--- src/rtl/cpu_pkg.sv ---
// Shared control definitions for the CR16-style multicycle CPU:
// FSM states, opcode/opext values, datapath select encodings, branch conditions.
package cpu_pkg;

  typedef enum logic [2:0] {
    S_FETCH,
    S_DECODE,
    S_EXEC,
    S_MEM_RD,
    S_MEM_WR,
    S_WB,
    S_BRANCH,
    S_JUMP
  } state_t;

  localparam logic [3:0] OP_RTYPE = 4'b0000;
  localparam logic [3:0] OP_ANDI  = 4'b0001;
  localparam logic [3:0] OP_ORI   = 4'b0010;
  localparam logic [3:0] OP_XORI  = 4'b0011;
  localparam logic [3:0] OP_SPEC  = 4'b0100;
  localparam logic [3:0] OP_CMPI  = 4'b1011;
  localparam logic [3:0] OP_BCOND = 4'b1100;
  localparam logic [3:0] OP_MOVI  = 4'b1101;

  localparam logic [3:0] EXT_LOAD  = 4'b0000;
  localparam logic [3:0] EXT_STOR  = 4'b0100;
  localparam logic [3:0] EXT_JAL   = 4'b1000;
  localparam logic [3:0] EXT_CMP   = 4'b1011;
  localparam logic [3:0] EXT_JCOND = 4'b1100;

  localparam logic       MEM_PC    = 1'b0;
  localparam logic       MEM_RSRC  = 1'b1;
  localparam logic [1:0] PC_INC    = 2'b00;
  localparam logic [1:0] PC_ALU    = 2'b01;
  localparam logic [1:0] PC_RSRC   = 2'b10;
  localparam logic [1:0] ALUA_PC   = 2'b00;
  localparam logic [1:0] ALUA_RDST = 2'b10;
  localparam logic       ALUB_RSRC = 1'b0;
  localparam logic       ALUB_IMM  = 1'b1;
  localparam logic       WA_RSRC   = 1'b0;
  localparam logic       WA_RDEST  = 1'b1;
  localparam logic [1:0] WD_MEM    = 2'b00;
  localparam logic [1:0] WD_PC1    = 2'b01;
  localparam logic [1:0] WD_IMM    = 2'b10;
  localparam logic [1:0] WD_ALU    = 2'b11;

  localparam logic [3:0] C_EQ = 4'b0000;
  localparam logic [3:0] C_NE = 4'b0001;
  localparam logic [3:0] C_CS = 4'b0010;
  localparam logic [3:0] C_CC = 4'b0011;
  localparam logic [3:0] C_HI = 4'b0100;
  localparam logic [3:0] C_LS = 4'b0101;
  localparam logic [3:0] C_GT = 4'b0110;
  localparam logic [3:0] C_LE = 4'b0111;
  localparam logic [3:0] C_FS = 4'b1000;
  localparam logic [3:0] C_FC = 4'b1001;
  localparam logic [3:0] C_LO = 4'b1010;
  localparam logic [3:0] C_HS = 4'b1011;
  localparam logic [3:0] C_LT = 4'b1100;
  localparam logic [3:0] C_GE = 4'b1101;
  localparam logic [3:0] C_UC = 4'b1110;
  localparam logic [3:0] C_NV = 4'b1111;

  // Logical immediates take a zero-extended operand.
  function automatic logic is_logic_imm(
    input logic [3:0] op
  );
    return (op == OP_ANDI) ||
           (op == OP_ORI)  ||
           (op == OP_XORI);
  endfunction

endpackage

--- src/rtl/cond_eval.sv ---
// Branch/jump condition evaluator.
// cond: IR[11:8] code; flags: PSR {F,L,N,C,Z}; cond_ok: condition holds.
module cond_eval
  import cpu_pkg::*;
(
  input  logic [3:0] cond,
  input  logic [4:0] flags,
  output logic       cond_ok
);

  logic f, l, n, c, z;

  assign {f, l, n, c, z} = flags;

  always_comb begin
    cond_ok = 1'b0;
    unique case (cond)
      C_EQ: cond_ok = z;
      C_NE: cond_ok = !z;
      C_CS: cond_ok = c;
      C_CC: cond_ok = !c;
      C_HI: cond_ok = l;
      C_LS: cond_ok = !l;
      C_GT: cond_ok = n;
      C_LE: cond_ok = !n;
      C_FS: cond_ok = f;
      C_FC: cond_ok = !f;
      C_LO: cond_ok = !l && !z;
      C_HS: cond_ok = l || z;
      C_LT: cond_ok = !n && !z;
      C_GE: cond_ok = n || z;
      C_UC: cond_ok = 1'b1;
      C_NV: cond_ok = 1'b0;
    endcase
  end

endmodule

--- src/rtl/multicycle_ctrl.sv ---
// Multicycle control FSM: fetch/decode, memory handshake, branch/jump, retire count.
// In: clk, reset, mem_rdata, mem_ready, flags. Out: memory req, datapath selects, IR fields, retired.
module multicycle_ctrl
  import cpu_pkg::*;
#(
  parameter int WIDTH   = 16,
  parameter int REGBITS = 4,
  parameter int IMM     = 8,
  parameter int CNT_W   = 16
) (
  input  logic               clk,
  input  logic               reset,
  input  logic [WIDTH-1:0]   mem_rdata,
  input  logic               mem_ready,
  input  logic [4:0]         flags,
  output logic               mem_req,
  output logic               mem_we,
  output logic               mem_s,
  output logic               pcen,
  output logic [1:0]         pc_s,
  output logic [1:0]         alua_s,
  output logic               alub_s,
  output logic               signext_sign,
  output logic               wa_s,
  output logic [1:0]         wd_s,
  output logic               regwrite,
  output logic [3:0]         opcode,
  output logic [3:0]         opext,
  output logic [REGBITS-1:0] rdest_addr,
  output logic [REGBITS-1:0] rsrc_addr,
  output logic [IMM-1:0]     imm,
  output logic [CNT_W-1:0]   retired
);

  state_t           state;
  state_t           state_n;
  logic [WIDTH-1:0] ir;
  logic             cond_ok;
  logic             retire;

  logic is_rtype, is_spec, is_bcond, is_movi;
  logic is_load, is_stor, is_jal, is_jcond;
  logic is_alu, is_cmp;

  assign opcode     = ir[15:12];
  assign rdest_addr = ir[11:8];
  assign opext      = ir[7:4];
  assign rsrc_addr  = ir[3:0];
  assign imm        = ir[IMM-1:0];

  assign is_rtype = opcode == OP_RTYPE;
  assign is_spec  = opcode == OP_SPEC;
  assign is_bcond = opcode == OP_BCOND;
  assign is_movi  = opcode == OP_MOVI;
  assign is_load  = is_spec && opext == EXT_LOAD;
  assign is_stor  = is_spec && opext == EXT_STOR;
  assign is_jal   = is_spec && opext == EXT_JAL;
  assign is_jcond = is_spec && opext == EXT_JCOND;
  assign is_alu   = !is_spec && !is_bcond;
  assign is_cmp   = (is_rtype && opext == EXT_CMP) ||
                    opcode == OP_CMPI;

  cond_eval u_cond (
    .cond    (ir[11:8]),
    .flags   (flags),
    .cond_ok (cond_ok)
  );

  always_comb begin
    state_n      = state;
    retire       = 1'b0;
    mem_req      = 1'b0;
    mem_we       = 1'b0;
    mem_s        = MEM_PC;
    pcen         = 1'b0;
    pc_s         = PC_INC;
    alua_s       = ALUA_PC;
    alub_s       = ALUB_RSRC;
    signext_sign = 1'b0;
    wa_s         = WA_RSRC;
    wd_s         = WD_MEM;
    regwrite     = 1'b0;
    unique case (state)
      S_FETCH: begin
        // Reset forces FETCH; gating keeps the request low meanwhile.
        mem_req = !reset;
        if (mem_ready) state_n = S_DECODE;
      end
      S_DECODE: begin
        unique case (1'b1)
          is_load:            state_n = S_MEM_RD;
          is_stor:            state_n = S_MEM_WR;
          is_jal || is_jcond: state_n = S_JUMP;
          is_bcond:           state_n = S_BRANCH;
          is_alu:             state_n = S_EXEC;
          default:            state_n = S_WB;
        endcase
      end
      S_EXEC: begin
        alua_s       = ALUA_RDST;
        alub_s       = is_rtype ? ALUB_RSRC : ALUB_IMM;
        signext_sign = !is_logic_imm(opcode);
        regwrite     = !is_cmp;
        wd_s         = is_movi ? WD_IMM : WD_ALU;
        wa_s         = WA_RDEST;
        state_n      = S_WB;
      end
      S_MEM_RD: begin
        mem_req = 1'b1;
        mem_s   = MEM_RSRC;
        wa_s    = WA_RDEST;
        wd_s    = WD_MEM;
        if (mem_ready) begin
          regwrite = 1'b1;
          state_n  = S_WB;
        end
      end
      S_MEM_WR: begin
        mem_req = 1'b1;
        mem_we  = 1'b1;
        mem_s   = MEM_RSRC;
        if (mem_ready) state_n = S_WB;
      end
      S_BRANCH: begin
        alua_s       = ALUA_PC;
        alub_s       = ALUB_IMM;
        signext_sign = 1'b1;
        pc_s         = PC_ALU;
        pcen         = cond_ok;
        // Taken branch retires here; otherwise WB does the PC+1.
        state_n      = cond_ok ? S_FETCH : S_WB;
        retire       = cond_ok;
      end
      S_JUMP: begin
        pc_s = PC_RSRC;
        if (is_jal) begin
          pcen     = 1'b1;
          regwrite = 1'b1;
          wd_s     = WD_PC1;
          wa_s     = WA_RDEST;
          state_n  = S_FETCH;
          retire   = 1'b1;
        end else begin
          pcen    = cond_ok;
          state_n = cond_ok ? S_FETCH : S_WB;
          retire  = cond_ok;
        end
      end
      S_WB: begin
        pcen    = 1'b1;
        pc_s    = PC_INC;
        state_n = S_FETCH;
        retire  = 1'b1;
      end
      default: state_n = S_FETCH;
    endcase
  end

  always_ff @(posedge clk or posedge reset) begin
    if (reset) begin
      state   <= S_FETCH;
      ir      <= '0;
      retired <= '0;
    end else begin
      state <= state_n;
      if (state == S_FETCH && mem_ready)
        ir <= mem_rdata;
      if (retire)
        retired <= retired + CNT_W'(1);
    end
  end

endmodule

--- config.mk ---
export PLATFORM = sky130hd
export DESIGN_NAME = multicycle_ctrl
export DESIGN_NICKNAME = d
export VERILOG_FILES = /design/src/rtl/cpu_pkg.sv /design/src/rtl/cond_eval.sv /design/src/rtl/multicycle_ctrl.sv
export SDC_FILE = /design/constraint.sdc
export NUM_CORES = 1
export LEC_CHECK = 0
export ABC_AREA = 1
export BUFFER_PORTS_ARGS = -buffer_cell sky130_fd_sc_hd__buf_4
export CORE_MARGIN = 4
export CORE_UTILIZATION = 30
export DETAILED_ROUTE_END_ITERATION = 16
export GPL_ROUTABILITY_DRIVEN = 0
export GPL_TIMING_DRIVEN = 1
export PLACE_DENSITY = 0.51
export SLEW_MARGIN = 15
export SYNTH_ARGS = -nofsm -noshare
export SYNTH_HDL_FRONTEND = slang
export SYNTH_SLANG_ARGS = --single-unit
--- constraint.sdc ---
create_clock -name clk -period 5 [get_ports clk]
set_input_delay 1 -clock clk [delete_from_list [all_inputs] [get_ports clk]]
set_output_delay 1 -clock clk [all_outputs]
set_load 0.005 [all_outputs]
# Word level (Yosys, flattened, before mapping)
# Cells that the tools add are included.
[op_classes]
muxes = 24
n_addsub = 1
n_reduce_logical = 32
eq_ne = 35
[op_table]
columns = ["cell", "count"]
rows = [
  ["$eq A4 B4 Y1 const B", 14],
  ["$eq A4 B3 Y1 const B", 6],
  ["$pmux W3 S7", 1],
  ["$add A16 B1 Y16 const B", 1],
  ["$eq A4 B2 Y1 const B", 4],
  ["$pmux W1 S16", 1],
  ["$pmux W3 S5", 1],
  ["$eq A3 B3 Y1 const B", 4],
  ["$logic_not A4 Y1", 3],
  ["$mux W3", 4],
  ["$logic_not A1 Y1", 10],
  ["$logic_and A1 B1 Y1", 9],
  ["$eq A4 B1 Y1 const B", 2],
  ["$mux W1", 8],
  ["$pmux W1 S2", 4],
  ["$pmux W2 S2", 2],
  ["$eq A3 B2 Y1 const B", 2],
  ["$logic_or A1 B1 Y1", 6],
  ["$pmux W1 S3", 2],
  ["$reduce_or A2 Y1", 2],
  ["$eq A3 B1 Y1 const B", 1],
  ["$logic_not A3 Y1", 1],
  ["$mux W2", 1],
  ["$ne A2 B1 Y1 const B", 1],
  ["2 further kinds", 2],
]
[word_totals]
elab_cells = 95
in_bits = 24
out_inout_bits = 54
ff_bits = 35

# Logic depth before layout (Yosys ltp)
[depth]
ltp_word = 6
depth_mapped = 15
mapped_depth_nobuf = 14

# Modules after synthesis
# Synthesis repeated with hierarchy kept, for this count alone.
[hier_totals]
hier_cells = 318
area_unflattened_um2 = 2304.7
[by_module_without_submodules]
columns = ["mod", "seq_area_each_um2", "cells_each", "area_each_um2", "instances"]
rows = [
  ["multicycle_ctrl", 875.8, 266, 2084.5, 1],
  ["cond_eval", 0.0, 52, 220.2, 1],
]

# Worst setup path before layout
# No wires, ideal clock.
[synth_timing]
path_kind = "input -> output"
start = "input port flags[2]"
end = "output port pcen"
t_required_ps = 4000
path_stages = 12
path_buffers = 1
setup_slack_ps = 2152
arrival_time_ps = 1848
cell_sequence = "inv_1 -> nand3_1 -> nand3_1 -> nand2_1 -> nand2_1 -> inv_1 -> nand2_2 -> nand3_2 -> nand2_4 -> nand2_8 -> buf_12 -> inv_2"
[synth_between]
elab_chain_cells = 5
word_cells_on_any_way = 6
cone_classes = "mux: 3; reduce/logical: 3"
[synth_rtl]
columns = ["item", "line", "source"]
rows = [
  ["from (decl)", "multicycle_ctrl.sv:15", "input logic [4:0] flags,"],
  ["$logic_not A1 Y1", "cond_eval.sv:25, cond_eval.sv:30", ""],
  ["$logic_and A1 B1 Y1", "cond_eval.sv:30", "C_LT: cond_ok = !n && !z;"],
  ["$pmux W1 S16 *", "cond_eval.sv:17", "unique case (cond)"],
  ["$mux W1", "multicycle_ctrl.sv:136", "if (is_jal) begin"],
  ["$pmux W1 S3 *", "multicycle_ctrl.sv:83", "unique case (state)"],
  ["to (decl)", "multicycle_ctrl.sv:19", "output logic pcen,"],
]
# Every way passes the cells marked *; elsewhere a longest branch is shown, timed or not.

# Worst setup path after layout
# Same ends and word-level chain as after synthesis.

==> impl_metrics.toml <==
[global_routing]
grt_pass1_vias = 2083
first_pass_grt_wire_length_um = 9480
groute.usage.overall_pct = 13.3
antenna_found_initial = 0
grt_start_max_net_pins = 36
gr_overflow_total = 0

[clock_network]
post-cts-setup-buffers = 0
clkLatencyLatePin_ns = 0.29
worst_setup_hold_path_clk_slew_ns = 0.07
cts_tree = "yes"
htreeDepth = 2
count_of_cells_resized_by_post_cts_repair = 0
cts-hold-fix-buffers = 0
clock_path_buffers = 2
cts_buffers = 5
clock_sinks = 35
clk_root_buffer_cell = "clkbuf_8"

[sta]
clock-skew-final_ns = 0.00780
timing.final.max_slew_violations = 0
finalCritPeriodShare_pct = 64.0
timing.max_slew.rel_slack_pct = 43.9
grt_setup_unrepaired = "false"
totalNegativeSetupSlack_ns = 0
final-setup-viol-count = 0
report.final.hold_viol_count = 0
finalWorstPathRequiredPeriod_ns = 3.20
tightest_slew_ns = 0.839
max_clock_freq_mhz = 313

[detailed_routing]
via_count = 2158
drt-initial-drc-count = 81
wl_um = 5720
antenna_violating_nets_post_route = 0
dr.pass1.iters = 4
remaining_drc_errors = 0
routed_wire_length_per_instance_um = 12.0
via_per_inst = 4.52

[run]
timing.max_cap.violations = 0

[hold_path]
worst_hold_path.endpoint = "retired[15]"
min_path_type = "reg2reg"
worstHoldPathCells = 2
hold_path.startpoint = "retired[15]"

[setup_path]
reg2reg_setup_slack_ns = 3.05
r2r_start = "state[2]"
critical_path_class = "in2out"
critical-path-slowest-cell = "nand2_4"
rr_worst_depth = 5
origin_of_the_worst_setup_path = "flags[2]"
critPathMaxStageDelay_ns = 0.21
crit_path_end_kind = "output pin"
crit_chain = "buf_4 -> inv_1 -> nand3_1 -> nand3_1 -> nand2_1 -> nand2_1 -> inv_1 -> nand2_2 -> nand3_2 -> nand2_4 -> nand2_8 -> inv_2 -> buf_4"
crit-reg2reg-capture = "ir[3]"
required_ns = 4.00
largest_fanout_on_the_critical_path = 17
crit_arrival_ns = 2.20
start_kind = "primary input"

[finish]
drive_gt1_share_pct = 29.9
diode_insertion_count_for_antenna_repair = 0
nFillCells = 788
layout_commonest_cell = "buf_4"
finish.net_count = 402
areaGrowthSynthToFinish_pct = 30.6
mostFrequentLayoutCells = "77 x buf_4, 72 x nand2_1, 40 x nand3_1"

[place]
port_buffers = 76
place_hpwl_um = 4410

[power]
fin_total_pwr_w = 0.00148
power_density_mw_per_mm2 = 501
power.static_leakage_nw = 1.58
vdd_drop_max_mv = 0.240

[floorplan]
design.die.area_mm2 = 0.00902
core_area_mm2 = 0.00729
ioPinCount = 78
placementRows = 31
initial_utilization_pct = 31.1
height_of_the_die_um = 95.0
horiz_die_dim_um = 95.0

[yosys]
synth_top_area_cells = "dfrtp_1 39%, nand2_1 12%, nand3_1 8.8%"
synthesis.nets = 333
synth_cells = 308
ys_types = 33
synth.top_cell.area_share_pct = 38.6
postSynthRegisterBits = 35
yosysTopAreaCell = "dfrtp_1"
postSynthAreaPerCell_um2 = 7.37
syn-cell-area_mm2 = 0.00227
synth-warning-count = 0
register_area_share_after_synthesis_pct = 38.6

[outcome]
status = "finished, final reports clean"
## synthesized netlist by cell type
cell / count
nand2_1: 72
nand3_1: 40
inv_1: 37
dfrtp_1: 35
nor2_1: 33
a21oi_1: 11
buf_4: 10
nand2_2: 10
xor2_1: 9
mux2_2: 6
nor3_1: 5
o21ai_0: 5
xnor2_1: 5
nand4_1: 4
clkbuf_1: 3
inv_2: 3
nor2_2: 3
nor3_2: 2
a41oi_1: 1
buf_12: 1
buf_2: 1
conb_1: 1
ha_1: 1
nand2_4: 1
nand2_8: 1
nand3_2: 1
nand3b_1: 1
nor4_1: 1
o211ai_1: 1
o21ai_1: 1
o21bai_1: 1
o41ai_1: 1
or2_2: 1
## flip-flops by register name, indices dropped and copies added, names as in the netlist
register and cells:
state 3, retired 16, ir 16
## power breakdown
group,total [W],internal [W],switching [W]
registers,0.000483,0.000371,0.000112
logic,0.000764,0.000344,0.000420
clock network,0.000235,0.000125,0.000110
total,0.00148,0.000841,0.000642
## kinds of logic after synthesis
kind of cell               Yosys count  share of synthesized area [%]
buffers and inverters               55                           11.5
xor gates and xnor gates            14                           5.41
and+or+nand+nor                    175                           35.6
adders and majority gates            1                          0.551
muxes                                6                           2.98
AOI/OAI and AO/OA                   21                           5.18
other                                1                          0.165
DFF                                 35                           38.6
## per-layer routing
metal | share of wire, % | wire [um] | vias up | GRT usage [%]
met5 | 0 | 0 | - | 0
met4 | 1.1 | 64 | 0 | 3.97
met3 | 5.5 | 315 | 6 | 3.03
met2 | 48 | 2770 | 49 | 22.8
met1 | 45 | 2570 | 994 | 16.7
li1 | - | - | 1109 | -
## stage by stage
stage	setup slack (ns)	hold slack, ns	util (%)	instances	cell area, um^2
2_1_floorplan	2.15	0.504	-	308	2270
3_3_place_gp	1.84	0.521	39.2	469	2860
3_5_place_dp	1.79	0.523	39.2	469	2860
4_1_cts	1.79	0.543	40.6	477	2960
5_1_grt	1.64	0.565	40.6	477	2960
6_report	1.80	0.535	40.6	477	2960
## worst max-delay path by stage
stage,end,slack [ns],cells after the start
after global placement,pcen,1.84,13
after floorplan,pcen,2.15,12
after detailed placement,pcen,1.79,13
final,pcen,1.80,13
after global routing,pcen,1.64,13
after CTS,pcen,1.79,13
## worst max-delay path: cells and delay by family
family / cells / cell delay (ns)
buffers and inverters: 5 / 0.40
and+or+nand+nor: 8 / 0.79
## layout make-up
class / instances / area (um^2) / share of cell area, %
Sequential cell: 35 / 876 / 29.6
Clock buffer: 7 / 96.3 / 3.25
Tap cell: 99 / 124 / 4.18
Clock inverter: 1 / 7.51 / 0.253
Timing Repair Buffer: 77 / 578 / 19.5
Inverter: 40 / 150 / 5.07
Multi-Input combinational cell: 218 / 1130 / 38.2
Note: power is estimated with default switching activity, not from simulation.
